===== config.mk =====
export PLATFORM = sky130hd
export DESIGN_NAME = mode_control_module
export DESIGN_NICKNAME = d
export VERILOG_FILES = /design/src/rtl/mode_control_module_pkg.sv /design/src/rtl/sec_countdown_module.sv /design/src/rtl/mode_control_module.sv
export SDC_FILE = /design/constraint.sdc
export NUM_CORES = 1
export LEC_CHECK = 0
export ABC_AREA = 1
export CAP_MARGIN = 20
export CORE_MARGIN = 5
export CORE_UTILIZATION = 50
export DETAILED_ROUTE_END_ITERATION = 16
export PLACE_DENSITY = 0.74
export SLEW_MARGIN = 20
export SYNTH_ARGS = -nofsm -noshare
export SYNTH_HDL_FRONTEND = slang
export SYNTH_SLANG_ARGS = --single-unit

===== constraint.sdc =====
create_clock -name clk -period 1.5 [get_ports clk]
set_input_delay 0.15 -clock clk [delete_from_list [all_inputs] [get_ports clk]]
set_output_delay 0.15 -clock clk [all_outputs]
set_load 0.01 [all_outputs]

===== src/rtl/mode_control_module_pkg.sv =====
// Shared constants and mode encoding for the hood controller mode logic.
package mode_control_module_pkg;

  localparam int unsigned MODE_WIDTH   = 3;
  localparam int unsigned MAX_WIDTH    = 8;
  localparam int unsigned COUNTER_1SEC = 49_999_999;

  typedef enum logic [MODE_WIDTH-1:0] {
    OFF_MODE     = 3'd0,
    STANDBY_MODE = 3'd1,
    FIRST_MODE   = 3'd2,
    SECOND_MODE  = 3'd3,
    THIRD_MODE   = 3'd4,
    CLEAN_MODE   = 3'd5
  } mode_e;

endpackage


===== src/rtl/sec_countdown_module.sv =====
// Seconds countdown with a cycle prescaler; signals the tick that ends the countdown.
module sec_countdown_module
  import mode_control_module_pkg::*;
#(
  parameter int unsigned ONE_SEC_CNT = COUNTER_1SEC
) (
  input  logic                 clk,
  input  logic                 rstn,
  input  logic                 clear,
  input  logic                 load,
  input  logic [MAX_WIDTH-1:0] load_value,
  input  logic                 run,
  output logic [MAX_WIDTH-1:0] remaining_sec,
  output logic                 done_c
);

  localparam int unsigned PW = (ONE_SEC_CNT < 1) ? 1 : $clog2(ONE_SEC_CNT + 1);

  logic [PW-1:0] prescaler;
  logic          tick_c;

  assign tick_c = (prescaler == PW'(ONE_SEC_CNT));
  assign done_c = run && tick_c && (remaining_sec == MAX_WIDTH'(1));

  // Clear beats load beats run; a zero load value still lasts one second.
  always_ff @(posedge clk or negedge rstn) begin
    if (!rstn) begin
      prescaler     <= '0;
      remaining_sec <= '0;
    end else if (clear) begin
      prescaler     <= '0;
      remaining_sec <= '0;
    end else if (load) begin
      prescaler     <= '0;
      remaining_sec <= (load_value == '0) ? MAX_WIDTH'(1) : load_value;
    end else if (run) begin
      if (tick_c) begin
        prescaler <= '0;
        if (remaining_sec != '0) remaining_sec <= remaining_sec - MAX_WIDTH'(1);
      end else begin
        prescaler <= prescaler + PW'(1);
      end
    end else begin
      prescaler <= '0;
    end
  end

endmodule


===== src/rtl/mode_control_module.sv =====
// Hood controller mode FSM: key pulses and power level to a registered mode code.
module mode_control_module
  import mode_control_module_pkg::*;
#(
  parameter int unsigned ONE_SEC_CNT = COUNTER_1SEC,
  parameter int unsigned THIRD_SEC   = 60,
  parameter int unsigned CLEAN_SEC   = 180
) (
  input  logic                  clk,
  input  logic                  rstn,
  input  logic                  power_en,
  input  logic                  btn_standby,
  input  logic                  btn_first,
  input  logic                  btn_second,
  input  logic                  btn_third,
  input  logic                  btn_clean,
  output logic [MODE_WIDTH-1:0] current_mode,
  output logic [MAX_WIDTH-1:0]  remaining_sec,
  output logic                  third_used,
  output logic                  clean_done
);

  mode_e                state;
  mode_e                next_state;
  logic                 load_c;
  logic                 run_c;
  logic                 expire_c;
  logic [MAX_WIDTH-1:0] load_value_c;

  assign current_mode = state;
  assign run_c        = (state == THIRD_MODE) || (state == CLEAN_MODE);

  always_ff @(posedge clk or negedge rstn) begin
    if (!rstn) state <= OFF_MODE;
    else       state <= next_state;
  end

  // Next-state and countdown load control; power-off overrides everything.
  always_comb begin
    next_state   = state;
    load_c       = 1'b0;
    load_value_c = MAX_WIDTH'(CLEAN_SEC);
    if (!power_en) begin
      next_state = OFF_MODE;
    end else begin
      unique case (state)
        OFF_MODE: next_state = STANDBY_MODE;
        STANDBY_MODE: begin
          if (btn_standby)                   next_state = STANDBY_MODE;
          else if (btn_clean)                next_state = CLEAN_MODE;
          else if (btn_third && !third_used) next_state = THIRD_MODE;
          else if (btn_second)               next_state = SECOND_MODE;
          else if (btn_first)                next_state = FIRST_MODE;
        end
        FIRST_MODE, SECOND_MODE: begin
          if (btn_standby)                   next_state = STANDBY_MODE;
          else if (btn_third && !third_used) next_state = THIRD_MODE;
          else if (btn_second)               next_state = SECOND_MODE;
          else if (btn_first)                next_state = FIRST_MODE;
        end
        THIRD_MODE: if (expire_c) next_state = SECOND_MODE;
        CLEAN_MODE: if (expire_c) next_state = STANDBY_MODE;
        default:    next_state = OFF_MODE;
      endcase
      if (next_state != state) begin
        if (next_state == THIRD_MODE) begin
          load_c       = 1'b1;
          load_value_c = MAX_WIDTH'(THIRD_SEC);
        end else if (next_state == CLEAN_MODE) begin
          load_c = 1'b1;
        end
      end
    end
  end

  always_ff @(posedge clk or negedge rstn) begin
    if (!rstn) begin
      third_used <= 1'b0;
      clean_done <= 1'b0;
    end else begin
      clean_done <= power_en && (state == CLEAN_MODE) && expire_c;
      if (!power_en)                                             third_used <= 1'b0;
      else if (next_state == THIRD_MODE && state != THIRD_MODE) third_used <= 1'b1;
    end
  end

  sec_countdown_module #(
    .ONE_SEC_CNT(ONE_SEC_CNT)
  ) u_countdown (
    .clk          (clk),
    .rstn         (rstn),
    .clear        (!power_en),
    .load         (load_c),
    .load_value   (load_value_c),
    .run          (run_c),
    .remaining_sec(remaining_sec),
    .done_c       (expire_c)
  );

endmodule


* Yosys cells after proc, flatten, opt, wreduce, memory -nomap -nowiden
Cells that the tools add are included.
** Operators by class
- $add $sub $neg :: 2
- Equality and inequality tests :: 16
- Mux-type cells :: 30
- Reductions and logical operators :: 13
** Operators with widths (number)
- 26-bit 2-to-1 mux :: 4
- 8-bit 2-to-1 mux :: 9
- 3-bit 2-to-1 mux :: 10
- 26-bit by 1-bit adder with 26-bit output (second input constant) :: 1
- 26-bit equality test (second input constant) :: 1
- 3-bit equality test (second input constant) :: 5
- 3-bit one-hot mux with 5 select lines :: 1
- 3-bit by 1-bit != test with 1-bit output (second input constant) :: 3
- 8-bit by 1-bit equality test with 1-bit output (second input constant) :: 1
- 8-bit logical NOT :: 1
- 8-bit nonzero test :: 1
- 8-bit by 1-bit subtractor with 8-bit output (second input constant) :: 1
- 3-bit by 2-bit equality test with 1-bit output (second input constant) :: 2
- 1-bit logical AND :: 6
- 1-bit 2-to-1 mux :: 6
- 3-bit by 1-bit equality test with 1-bit output (second input constant) :: 1
- 3-bit logical NOT :: 1
- 3-bit != test :: 1
- 3-bit != test (second input constant) :: 1
- 3-bit AND reduction :: 1
- 2-bit by 1-bit != test with 1-bit output (second input constant) :: 1
- 2-bit OR reduction :: 1
- 1-bit logical NOT :: 1
- 1-bit logical OR :: 1
** Storage, ports and cells
- Bits in registers :: 39
- Input bits :: 8
- Output and inout port bits :: 13
- Logic and storage cells :: 66

* Depth between registers and ports, before layout
Gate-level depths: netlist (run 1).
- Depth in word-level cells :: 15
- Gate-level depth with buffers :: 11
- Mapped depth without buffers :: 10

* Modules after synthesis
A second synthesis (run 1) with hierarchy kept.
** Unflattened totals
- Cells, all modules :: 359
- Area, all modules :: 2477.4 um2
** By module, submodules not included
- sec_countdown_module :: times used 1, cells an instance 304, area each 2128.3 um2, seq. area each 850.8 um2
- mode_control_module :: times used 1, cells an instance 55, area each 349.1 um2, seq. area each 125.1 um2

* Worst setup path after synthesis (run 1)
OpenSTA, ideal clock, no wires.
- Kind :: reg-to-reg
- Start :: register u_countdown.prescaler[0]
- End :: register state[2], in the netlist current_mode[2]
- Library setup time :: 0.137 ns
- Arrival :: 1.401 ns
- Required time :: 1.363 ns
- Path slack :: -0.037 ns
- Stages on the path, launching flop included :: 11
- Buffers on the path :: 0
- Clock period less this slack :: 1.537 ns
- Cells stage by stage :: dfrtp_1 > ha_1 > nand3_2 > nor2_4 > nand3_2 > nor2_4 > nand2_1 > nor2_1 > inv_1 > nand2_1 > a21oi_1
** Between the ends
- Longest elaborated chain between the ends :: 7
- Elaborated cells between the ends (all ways) :: 8
- Classes of those cells :: eq/ne (1); mux (5); reduce/logical (2)
** Ends and longest elaborated chain
- start: declaration :: line sec_countdown_module.sv:19 : logic [PW-1:0] prescaler;
- start signal: assignment :: line sec_countdown_module.sv:41 : prescaler <= prescaler + PW'(1);
- 26-bit equality test (*) :: line sec_countdown_module.sv:22 : assign tick_c = (prescaler == PW'(ONE_SEC_CNT));
- 1-bit logical AND (*) (2 in series) :: line sec_countdown_module.sv:23 : assign done_c = run && tick_c && (remaining_sec == MAX_WIDTH'(1));
- 3-bit 2-to-1 mux (on tied branches) :: line mode_control_module.sv:62, mode_control_module.sv:61
- 3-bit one-hot mux with 5 select lines (*) :: line mode_control_module.sv:46 : unique case (state)
- 3-bit 2-to-1 mux (*) (2 in series) :: line mode_control_module.sv:43 : if (!power_en) begin
- via next_state[2] :: line mode_control_module.sv:24 : mode_e next_state;
- end signal: assignment :: line mode_control_module.sv:35 : else state <= next_state;
- end: declaration :: line mode_control_module.sv:23 : mode_e state;
The timed path passes the listed nets; every way through them passes the cells marked *. The select of a mux whose other input is x is not followed.
A chain may end at the register's enable or synchronous reset.

* Final worst setup path (run 1)
- Start :: register u_countdown.prescaler[13]
- End :: register u_countdown.remaining_sec[0]
** Between the ends
- Longest elaborated chain between the ends :: 14
- Elaborated cells between the ends (all ways) :: 25
- Classes of those cells :: eq/ne (7); mux (14); reduce/logical (4)
** Ends and longest elaborated chain
- 26-bit equality test (*) :: line sec_countdown_module.sv:22
- 1-bit logical AND (2 in series) :: line sec_countdown_module.sv:23
- 3-bit 2-to-1 mux (on tied branches) :: line mode_control_module.sv:62, mode_control_module.sv:61
- 3-bit one-hot mux with 5 select lines :: line mode_control_module.sv:46
- 3-bit 2-to-1 mux :: line mode_control_module.sv:43
- 3-bit equality test :: line mode_control_module.sv:66 : if (next_state == THIRD_MODE) begin
- 8-bit 2-to-1 mux :: line mode_control_module.sv:66
- 8-bit 2-to-1 mux :: line mode_control_module.sv:65 : if (next_state != state) begin
- 8-bit 2-to-1 mux :: line mode_control_module.sv:43
- 8-bit logical NOT :: line sec_countdown_module.sv:35 : remaining_sec <= (load_value == '0) ? MAX_WIDTH'(1) : load_value;
- 8-bit 2-to-1 mux :: line sec_countdown_module.sv:35
- 8-bit 2-to-1 mux :: line sec_countdown_module.sv:33 : end else if (load) begin
- 8-bit 2-to-1 mux :: line sec_countdown_module.sv:30 : end else if (clear) begin
- end signal: assignment :: line sec_countdown_module.sv:35
- end signal: assignment :: line sec_countdown_module.sv:39 : if (remaining_sec != '0) remaining_sec <= remaining_sec - MAX_WIDTH'(1);
- end: declaration :: line sec_countdown_module.sv:13 : output logic [MAX_WIDTH-1:0] remaining_sec,
Mark *: on every way between the ends. The rest lies on a longest branch, timed or not. The select of a mux whose other input is x is not followed.

==> metrics, run 1 <==
status complete, but fails checks; failing checks negative setup slack; top cells by area, synth dfrtp_1 (39%), nand2_1 (10%), nor2_1 (9.2%); number of global-route vias before repair 2381; wire length per cell 14.7 µm; min Tclk post-route 1.65 ns; maximum clock frequency 606 MHz; Syn Area/Cell 7.28 µm²; Clk Latency, worst-skew pair 0.29 ns; TNS Setup -0.991 ns; Max Cap Violations 0; Yosys cell types 31; # port buffers 20; CP Class flip-flop to flip-flop; Final WS setup -0.151 ns; endpoints failing hold 0; DR pass1 iterations 5; detailed-route wire length 7140 µm; #FFs+latches synth 39; pre-CTS setup slack -0.225 ns; antenna violations before repair 0; fill count 365; period utilization 1.10; cell taking the most area after synthesis dfrtp_1; max-slew violations 0; FP Rows 25; Critical Path RT 1.71 ns; Cell Int Power 0.00197 W; Worst Tran Pin Value 0.514 ns; Routed Antenna Nets 0; Clk pwr share 0.332; dpl hpwl 4860 µm; total grt overflow 0; Initial DRC Count 199; vias per inst 5.30; first-pass GRT wire length 11200 µm; Setup-failing EPs final 19; TritonCTS Buffers 5; fin util 0.726; CP arrival 1.87 ns; Synth warnings 0; power density cells 802 nW/µm²; Non-Filler Instances 486; Sw Share 0.293; Initial Utilization 0.519; worst min-delay path category primary input to async pin; syn_nets 353; Worst Path Max Fanout 4; worst rel slew slack 0.657; core area 4790 µm²; placed instance count 461; Vias 2578; DIE HEIGHT 80.5 µm; synth-to-layout area growth 39.9%; Mapped Area 2480 µm²; DR DRC count 0; clk sink count 39; layout cell share with drive strength beyond 1 0.310; ANT cells 0; I/O Pins 21; combinational share of power 0.245; CTS tree done; Yosys top cell area share 0.393; Worst setup EP type flip-flop; Syn Inst Count 341; Root Driver clkbuf_8; Leakage Power 1.57 nW; post-synthesis sequential area ratio 0.393; largest net degree at the start of global routing 40; Clock H-tree levels 2; Max VDD drop 0.528 mV; Routability Congestion 0.974; Flop pwr share 0.422; clk slew on worst S/H paths 0.09 ns; Fin Clk Skew 0.0139 ns; Global Route Usage Sum 0.227; CP startpoint kind flip-flop; RSZ-0062 raised after global routing true; NumNets Final 430; clock tree buffer depth 2; Sw Pwr 0.000815 W; Die Wd 80.5 µm; die area 6470 µm²
[synthesized netlist by cell type]
library cell / number
clkbuf_1: 1
dfrtp_1: 39
xnor2_1: 6
xor2_1: 9
nand2_1: 67
clkbuf_8: 1
inv_2: 4
and2_1: 1
or2_2: 1
nor3_1: 22
nand2_2: 6
a21oi_1: 13
nand3_2: 3
nand2b_1: 1
nand3_1: 23
nor3b_1: 1
nor2_1: 61
nor2_2: 4
ha_1: 4
o21ai_0: 11
buf_2: 1
nor4_1: 1
clkinv_1: 1
nor2_4: 4
buf_6: 1
nand4_1: 11
nand4_2: 1
nand3b_1: 1
nor3_2: 4
inv_1: 34
o21ai_1: 4
[layout by cell type (no fill, tap or decap), types with 8 or more instances in the layout]
cell	count
nand2_1	57
buf_4	51
nor2_1	47
inv_1	34
dfrtp_1	31
nand3_1	22
nor3_1	17
clkdlybuf4s50_1	14
nand2_2	12
nor2_2	12
a21oi_1	12
nand4_1	11
nor2_4	10
xor2_1	9
o21ai_0	9
dfrtp_2	8
[flip-flops by register name, summed over array words and instances, names as in the netlist]
register and cells:
clean_done 1, current_mode 3, third_used 1, u_countdown.prescaler 26
u_countdown.remaining_sec 8
[per-stage QoR]
step / power, W / cell area [µm²] / hold slack [ns]
after detailed placement: 0.00184 / 3020 / 0.242
after CTS: 0.00278 / 3220 / 0.449
after global routing: 0.00293 / 3470 / 0.489
after global placement: 0.00183 / 3020 / 0.234
after floorplan: 0.00154 / 2490 / -0.146
final: 0.00278 / 3470 / 0.440
[power by group through the flow]
| stage | Clock (W) | Combinational [W] | Sequential, W |
|---|---|---|---|
| global route | 0.000993 | 0.000755 | 0.00118 |
| finish | 0.000925 | 0.000683 | 0.00118 |
| CTS | 0.000940 | 0.000665 | 0.00117 |
| floorplan | 0 | 0.000316 | 0.00122 |
| detailed placement | 0 | 0.000649 | 0.00119 |
| global placement | 0 | 0.000634 | 0.00119 |
[worst max-delay path, stage by stage (launching register included)]
cell and delay (ns):
dfrtp_1 0.43, nand2_2 0.09, nor2_2 0.17, inv_1 0.09, nor2_2 0.15, nand4_1 0.14, nand2_2 0.16, buf_4 0.15
nand4_1 0.08, o21ai_1 0.10
[what timing repair did]
item	CTS	global route
pin swaps	6	18
gates cloned	0	1
setup endpoints to repair	30	40
gates resized for setup	16	49
endpoints found under the hold margin	39	0
hold buffers	1	0
buffers inserted	6	11
[area by class of cell]
class | instances | area (µm²) | share of cell area
tap | 67 | 83.8 | 0.0241
timing repair inverter | 1 | 5.00 | 0.00144
clock inverter | 2 | 35.0 | 0.0101
multi-input combinational | 259 | 1530 | 0.439
sequential | 39 | 986 | 0.284
timing repair buffer | 73 | 604 | 0.174
inverter | 39 | 151 | 0.0436
clock buffer | 6 | 82.6 | 0.0238
[cells by family after synthesis]
family,Yosys count,share of synthesized area
and+or+nand+nor,212,0.405
DFF,39,0.393
buffers and inverters,43,0.0726
AOI/OAI and AO/OA,28,0.0564
xor gates and xnor gates,15,0.0529
adders and majority gates,4,0.0202
[worst paths after layout]
| kind | startpoint | endpoint | slack [ns] | cells after the start |
|---|---|---|---|---|
| max | u_countdown.prescaler[13]$_DFF_PN0_ | u_countdown.remaining_sec[0]$_DFFE_PN0P_ | -0.15 | 9 |
| min | rstn | u_countdown.prescaler[6]$_DFF_PN0_ | 0.44 | 3 |
| max reg2reg | u_countdown.prescaler[13]$_DFF_PN0_ | u_countdown.remaining_sec[0]$_DFFE_PN0P_ | -0.15 | 9 |
| min reg2reg | third_used$_DFFE_PN0P_ | third_used$_DFFE_PN0P_ | 0.52 | 2 |
| max in group asynchronous | rstn | current_mode[1]$_DFF_PN0_ | 0.67 | 3 |
| min in group clk | third_used$_DFFE_PN0P_ | third_used$_DFFE_PN0P_ | 0.52 | 2 |
[routing by layer]
metal,routed length (µm),global-route usage,vias up
met5,0,0,-
met4,126,0.0709,0
met3,405,0.0437,19
met2,3380,0.353,98
met1,3230,0.317,1203
li1,-,-,1258
No activity file was read; power rests on OpenSTA's default activity.
==> run 2: changes to the inputs <==
--- a/config.mk
+++ b/config.mk
@@ -15,3 +15,4 @@
 export SYNTH_ARGS = -nofsm -noshare
 export SYNTH_HDL_FRONTEND = slang
 export SYNTH_SLANG_ARGS = --single-unit
+export TNS_END_PERCENT = 1
==> metrics, run 2 (synthesis gave the netlist of run 1 again) <==
FP Rows 25 (unchanged); number of global-route vias before repair 2369 (-0.50%); clock tree buffer depth 2 (unchanged); most common cell after layout, fill and taps aside nand2_1; R2R depth 10 (+1); power density cells 851 nW/µm² (+6.2%); vias per inst 5.19 (-2.1%); Worst R2R Start u_countdown.prescaler[1]$_DFF_PN0_; CP Class flip-flop to flip-flop; reg2reg end u_countdown.remaining_sec[2]$_DFFE_PN0P_; Clk Latency, worst-skew pair 0.30 ns (about the same); maximum clock frequency 641 MHz (+5.9%); Global Route Usage Sum 0.222 (-0.00451); antenna violations before repair 0 (unchanged); worst path bufs/invs 1 (-1); Fin Clk Skew 0.0179 ns (+0.00396 ns); Power Total 0.00275 W (-1.1%); M3 GR Usage 0.0426 (-0.00112); first-pass GRT wire length 11100 µm (-1.3%); largest net degree at the start of global routing 40 (unchanged); Routability Congestion 0.974 (unchanged); commonest non-fill, non-tap cells in the layout nand2_1 (66), nor2_1 (53), buf_4 (40), inv_1 (34), dfrtp_1 (34); status complete, but fails checks; Root Driver clkbuf_8; total grt overflow 0 (unchanged); NumNets Final 417 (-3.0%); endpoints failing hold 0 (unchanged); CP arrival 1.73 ns (-0.14 ns); dpl hpwl 4860 µm (unchanged); pre-CTS setup slack -0.225 ns (unchanged); detailed-route wire length 6510 µm (-8.8%); WHS 0.425 ns (-0.0156 ns); TNS Setup -0.803 ns (+0.189 ns); failing checks negative setup slack; min Tclk post-route 1.56 ns (-0.0913 ns); Worst Path Max Fanout 9 (+5); Clock H-tree levels 2 (unchanged); Worst Tran Pin Value 0.503 ns (-0.0118 ns); Vias 2457 (-4.7%); met1 usage in global routing 0.310 (-0.00638); synth-to-layout area growth 30.2%; Leakage Power 1.40 nW (-10%); clk sink count 39 (unchanged); DIE HEIGHT 80.5 µm (unchanged); CP startpoint kind flip-flop; # port buffers 20 (unchanged); fin util 0.676 (-0.0502); DR pass1 iterations 4 (-1); Crit path largest cell delay 0.39 ns (-0.04 ns); Worst setup EP type flip-flop; Critical-path top delay cell dfrtp_1; DR DRC count 0 (unchanged); worst min-delay path category primary input to async pin; RSZ-0062 raised after global routing true; clk slew on worst S/H paths 0.09 ns (about the same); Initial DRC Count 207 (+4.0%); CTS tree done; Initial Utilization 0.519 (unchanged); Critical Path RT 1.67 ns (-0.04 ns); layout cell share with drive strength beyond 1 0.232 (-0.0787); Die Wd 80.5 µm (unchanged); CP dominant cell by count nand2_1; ANT cells 0 (unchanged); wire length per cell 13.8 µm (-6.3%); Reg with most FFs u_countdown.prescaler; core area 4790 µm² (unchanged); Final WS setup -0.0596 ns (+0.0913 ns); TritonCTS Buffers 5 (unchanged); Setup-failing EPs final 24 (+5); Max VDD drop 0.528 mV (-0.16%); worst-path cell chain ha_4 -> nand2_1 -> nor2_2 -> nand2_1 -> nor2_2 -> nand4_1 -> nand2_2 -> inv_4 -> nand2_1 -> o21ai_1; Routed Antenna Nets 0 (unchanged); GR peak layer met2; Max Cap Violations 0 (unchanged); max-slew violations 0 (unchanged); worst rel slew slack 0.665 (+0.00786); worst reg2reg setup slack -0.06 ns (+0.09 ns); die area 6470 µm² (unchanged); grt met2 use 0.347 (-0.00662); I/O Pins 21 (unchanged); max reg flops 26 (unchanged); period utilization 1.04 (-0.0608); delay-heaviest family, CP simple AND/OR/NAND/NOR gates; fill count 416 (+14%)
[run 2: cell types whose count changed in the layout (fill, tap and decap cells not counted), moves of 5 or more]
cell / previous run / this run
buf_4: 51 / 40
nand2_1: 57 / 66
nor2_4: 10 / 5
nor2_1: 47 / 53
nand2_2: 12 / 6
[run 2: timing repair]
item	in CTS	in global routing
pin swaps	4	5
setup buffers	3	0
endpoints found under the hold margin	39	0
endpoints found under the setup margin	30	42
gates resized for setup	7	18
hold buffers	1	0
[run 2: per-layer routing]
layer,up-vias,wire length [µm]
li1,1232,-
met1,1140,3150
met4,0,93
met2,75,2920
met5,-,0
met3,10,340
[run 2: tightest hold or removal path, stage by stage]
cell	delay (ns)
dlygate4sd3_1	0.52
buf_2	0.09
buf_4	0.42
[run 2: how the worst max path moves through the flow]
stage | start | to | slack [ns] | cells after the start
floorplan | u_countdown.prescaler[0]$_DFF_PN0_ | current_mode[2]$_DFF_PN0_ | 0.02 | 10
global placement | btn_first | u_countdown.remaining_sec[5]$_DFFE_PN0P_ | -0.15 | 8
detailed placement | btn_first | u_countdown.remaining_sec[5]$_DFFE_PN0P_ | -0.22 | 9
CTS | u_countdown.prescaler[1]$_DFF_PN0_ | u_countdown.remaining_sec[7]$_DFFE_PN0P_ | -0.06 | 9
global route | u_countdown.prescaler[1]$_DFF_PN0_ | u_countdown.remaining_sec[6]$_DFFE_PN0P_ | -0.23 | 10
finish | u_countdown.prescaler[1]$_DFF_PN0_ | u_countdown.remaining_sec[2]$_DFFE_PN0P_ | -0.06 | 10
[run 2: report_power, final]
| group | internal, W | total [W] | switching [W] |
|---|---|---|---|
| Sequential | 0.00111 | 0.00118 | 0.0000670 |
| Clock | 0.000539 | 0.000923 | 0.000384 |
| Combinational | 0.000312 | 0.000654 | 0.000342 |
[run 2: cell type report]
class / instances / area (µm²) / share of cell area
timing repair buffer: 61 / 508 / 0.157
sequential: 39 / 982 / 0.304
multi-input combinational: 259 / 1390 / 0.431
tap: 67 / 83.8 / 0.0259
clock buffer: 6 / 82.6 / 0.0255
clock inverter: 2 / 35.0 / 0.0108
inverter: 39 / 149 / 0.0461
[run 2: metrics by stage]
stage	cell area [µm²]	std cells
finish	3230	473
global route	3230	473
CTS	3180	473
detailed placement	3020	461
global placement	3020	461
floorplan	2490	341
==> run 3: changes to the inputs <==
--- a/config.mk
+++ b/config.mk
@@ -9,8 +9,10 @@
 export CAP_MARGIN = 20
 export CORE_MARGIN = 5
 export CORE_UTILIZATION = 50
+export CTS_CLUSTER_SIZE = 24
 export DETAILED_ROUTE_END_ITERATION = 16
-export PLACE_DENSITY = 0.74
+export HOLD_SLACK_MARGIN = 0.08
+export PLACE_DENSITY = 0.71
 export SLEW_MARGIN = 20
 export SYNTH_ARGS = -nofsm -noshare
 export SYNTH_HDL_FRONTEND = slang
==> constraint.sdc (replaced) <==
create_clock -name clk -period 1.75 [get_ports clk]
set_input_delay 0.175 -clock clk [delete_from_list [all_inputs] [get_ports clk]]
set_output_delay 0.175 -clock clk [all_outputs]
set_load 0.01 [all_outputs]
==> metrics, run 3 (synthesis gave the netlist of run 1 again) <==
CTS tree done; CP startpoint kind flip-flop; Routability Congestion 0.914 (-6.1%); Sw Pwr 0.000665 W (-16%); clk sink count 39 (unchanged); CP startpoint u_countdown.prescaler[1]$_DFF_PN0_; placed instance count 435 (-5.6%); min Tclk post-route 1.62 ns (+0.0644 ns); Initial Utilization 0.519 (unchanged); clk slew on worst S/H paths 0.08 ns (about the same); power density cells 752 nW/µm² (-12%); DR pass1 iterations 4 (unchanged); commonest non-fill, non-tap cells in the layout nand2_1 (67), nor2_1 (58), dfrtp_1 (39), inv_1 (34), nand3_1 (23); max-slew violations 0 (unchanged); status finished, final reports clean; maximum clock frequency 616 MHz (-4.0%); Worst setup EP type flip-flop; ANT cells 0 (unchanged); wire length per cell 13.8 µm (+0.36%); first-pass GRT wire length 10400 µm (-5.9%); synth-to-layout area growth 19.0%; Critical Path RT 1.94 ns (+0.27 ns); worst min-delay path category primary input to async pin; endpoints failing hold 0 (unchanged); largest net degree at the start of global routing 22 (-45%); Flop pwr share 0.462 (+0.035); Die Wd 80.5 µm (unchanged); CP Class flip-flop to flip-flop; Routed Antenna Nets 0 (unchanged); R2R depth 9 (-1); core area 4790 µm² (unchanged); # port buffers 20 (unchanged); CP arrival 1.81 ns (+0.08 ns); number of global-route vias before repair 2141 (-9.6%); Global Route Usage Sum 0.206 (-0.0158); Leakage Power 1.21 nW (-14%); Max Cap Violations 0 (unchanged); DIE HEIGHT 80.5 µm (unchanged); Sw Share 0.300 (+0.0113); most common cell after layout, fill and taps aside nand2_1; TNS Setup 0 ns (+0.803 ns); Clk pwr share 0.306 (-0.029); RSZ-0062 raised after global routing false; FP Rows 25 (unchanged); DR DRC count 0 (unchanged); TritonCTS Buffers 5 (unchanged); worst reg2reg setup slack 0.13 ns (+0.19 ns); Worst R2R Start u_countdown.prescaler[1]$_DFF_PN0_; Cell Int Power 0.00156 W (-21%); Non-Filler Instances 445 (-5.9%); Max VDD drop 0.474 mV (-10%); I/O Pins 21 (unchanged); total grt overflow 0 (unchanged); vias per inst 5.22 (+0.45%); clock tree buffer depth 2 (unchanged); worst setup path endpoint u_countdown.remaining_sec[4]$_DFFE_PN0P_; Clock H-tree levels 2 (unchanged); Worst Tran Pin Value 0.470 ns (-0.0321 ns); Fin Clk Skew 0.00642 ns (-0.0115 ns); Worst Path Max Fanout 5 (-4); Setup-failing EPs final 0 (-100%); detailed-route wire length 6150 µm (-5.6%); antenna violations before repair 0 (unchanged); period utilization 0.928 (-0.112); Root Driver clkbuf_8; NumNets Final 389 (-6.7%); max reg flops 26 (unchanged); combinational share of power 0.233 (-0.005); Vias 2322 (-5.5%); die area 6470 µm² (unchanged); Clk Latency, worst-skew pair 0.29 ns (about the same); dpl hpwl 4850 µm (about the same); reg2reg end u_countdown.remaining_sec[4]$_DFFE_PN0P_; Initial DRC Count 201 (-2.9%); worst rel slew slack 0.686 (+0.0214); Reg with most FFs u_countdown.prescaler; layout cell share with drive strength beyond 1 0.138 (-0.0940)
## run 3: cell count changes in the layout (fill, tap and decap cells not counted), moves of 2 or more
cell and delta:
clkdlybuf4s50_1 +4, dfrtp_1 +5, buf_4 -29, dlymetal6s2s_1 -2
dlygate4sd2_1 -2, dfrtp_2 -5, nor2_2 -4, nor3_1 +2
nor2_1 +5
## run 3: area by class of cell
type / count / area [µm²]
Clock buffer: 8 / 100
Fill cell: 445 / 1830
Inverter: 39 / 146
Multi-Input combinational cell: 259 / 1340
Sequential cell: 39 / 976
Tap cell: 67 / 83.8
Timing Repair Buffer: 33 / 308
## run 3: per-stage QoR
stage                     hold WS, ns   util  instance area (µm²)  power (W)  worst slack (ns)
final                           0.362  0.617                 2950    0.00222             0.126
after CTS                       0.380  0.613                 2930    0.00222            0.0599
after global routing            0.402  0.617                 2950    0.00234           0.00918
after floorplan                -0.121      -                 2480    0.00132             0.213
after detailed placement        0.152  0.590                 2820    0.00155            0.0385
after global placement          0.147  0.590                 2820    0.00153            0.0400
## run 3: what timing repair did
item	4_1_cts	5_1_grt
hold buffers	1	0
setup buffers	0	1
hold endpoints to repair	18	0
resized for setup	0	5
endpoints found under the setup margin	0	12
## run 3: power by group through the flow
stage / Combinational (W) / Clock [W] / Sequential, W
after CTS: 0.000512 / 0.000686 / 0.00102
after global placement: 0.000493 / 0 / 0.00104
final: 0.000517 / 0.000679 / 0.00103
after floorplan: 0.000270 / 0 / 0.00105
after global routing: 0.000580 / 0.000731 / 0.00103
after detailed placement: 0.000508 / 0 / 0.00104
## run 3: how the worst min path moves through the flow
stage | slack [ns] | to | cells after the start
after floorplan | -0.12 | clean_done$_DFF_PN0_ | 0
after global routing | 0.40 | u_countdown.prescaler[4]$_DFF_PN0_ | 2
final | 0.36 | u_countdown.prescaler[8]$_DFF_PN0_ | 2
after detailed placement | 0.15 | u_countdown.prescaler[10]$_DFF_PN0_ | 1
after CTS | 0.38 | u_countdown.prescaler[4]$_DFF_PN0_ | 2
after global placement | 0.15 | u_countdown.prescaler[8]$_DFF_PN0_ | 1
## run 3: critical path, cell delays in order (launching register included)
cell     delay [ns]
dfrtp_1        0.37
ha_2           0.23
nand2_1        0.07
nor2_1         0.13
nand2_1        0.08
nor2_2         0.10
nand4_1        0.16
a21oi_2        0.19
nand2_1        0.07
o21ai_0        0.12
## run 3: routing by layer
layer	vias to the layer above	GRT usage	wire, µm
met2	59	0.302	2680
met1	1085	0.309	3060
met5	-	0	0
li1	1172	-	-
met3	6	0.0404	339
met4	0	0.0524	62
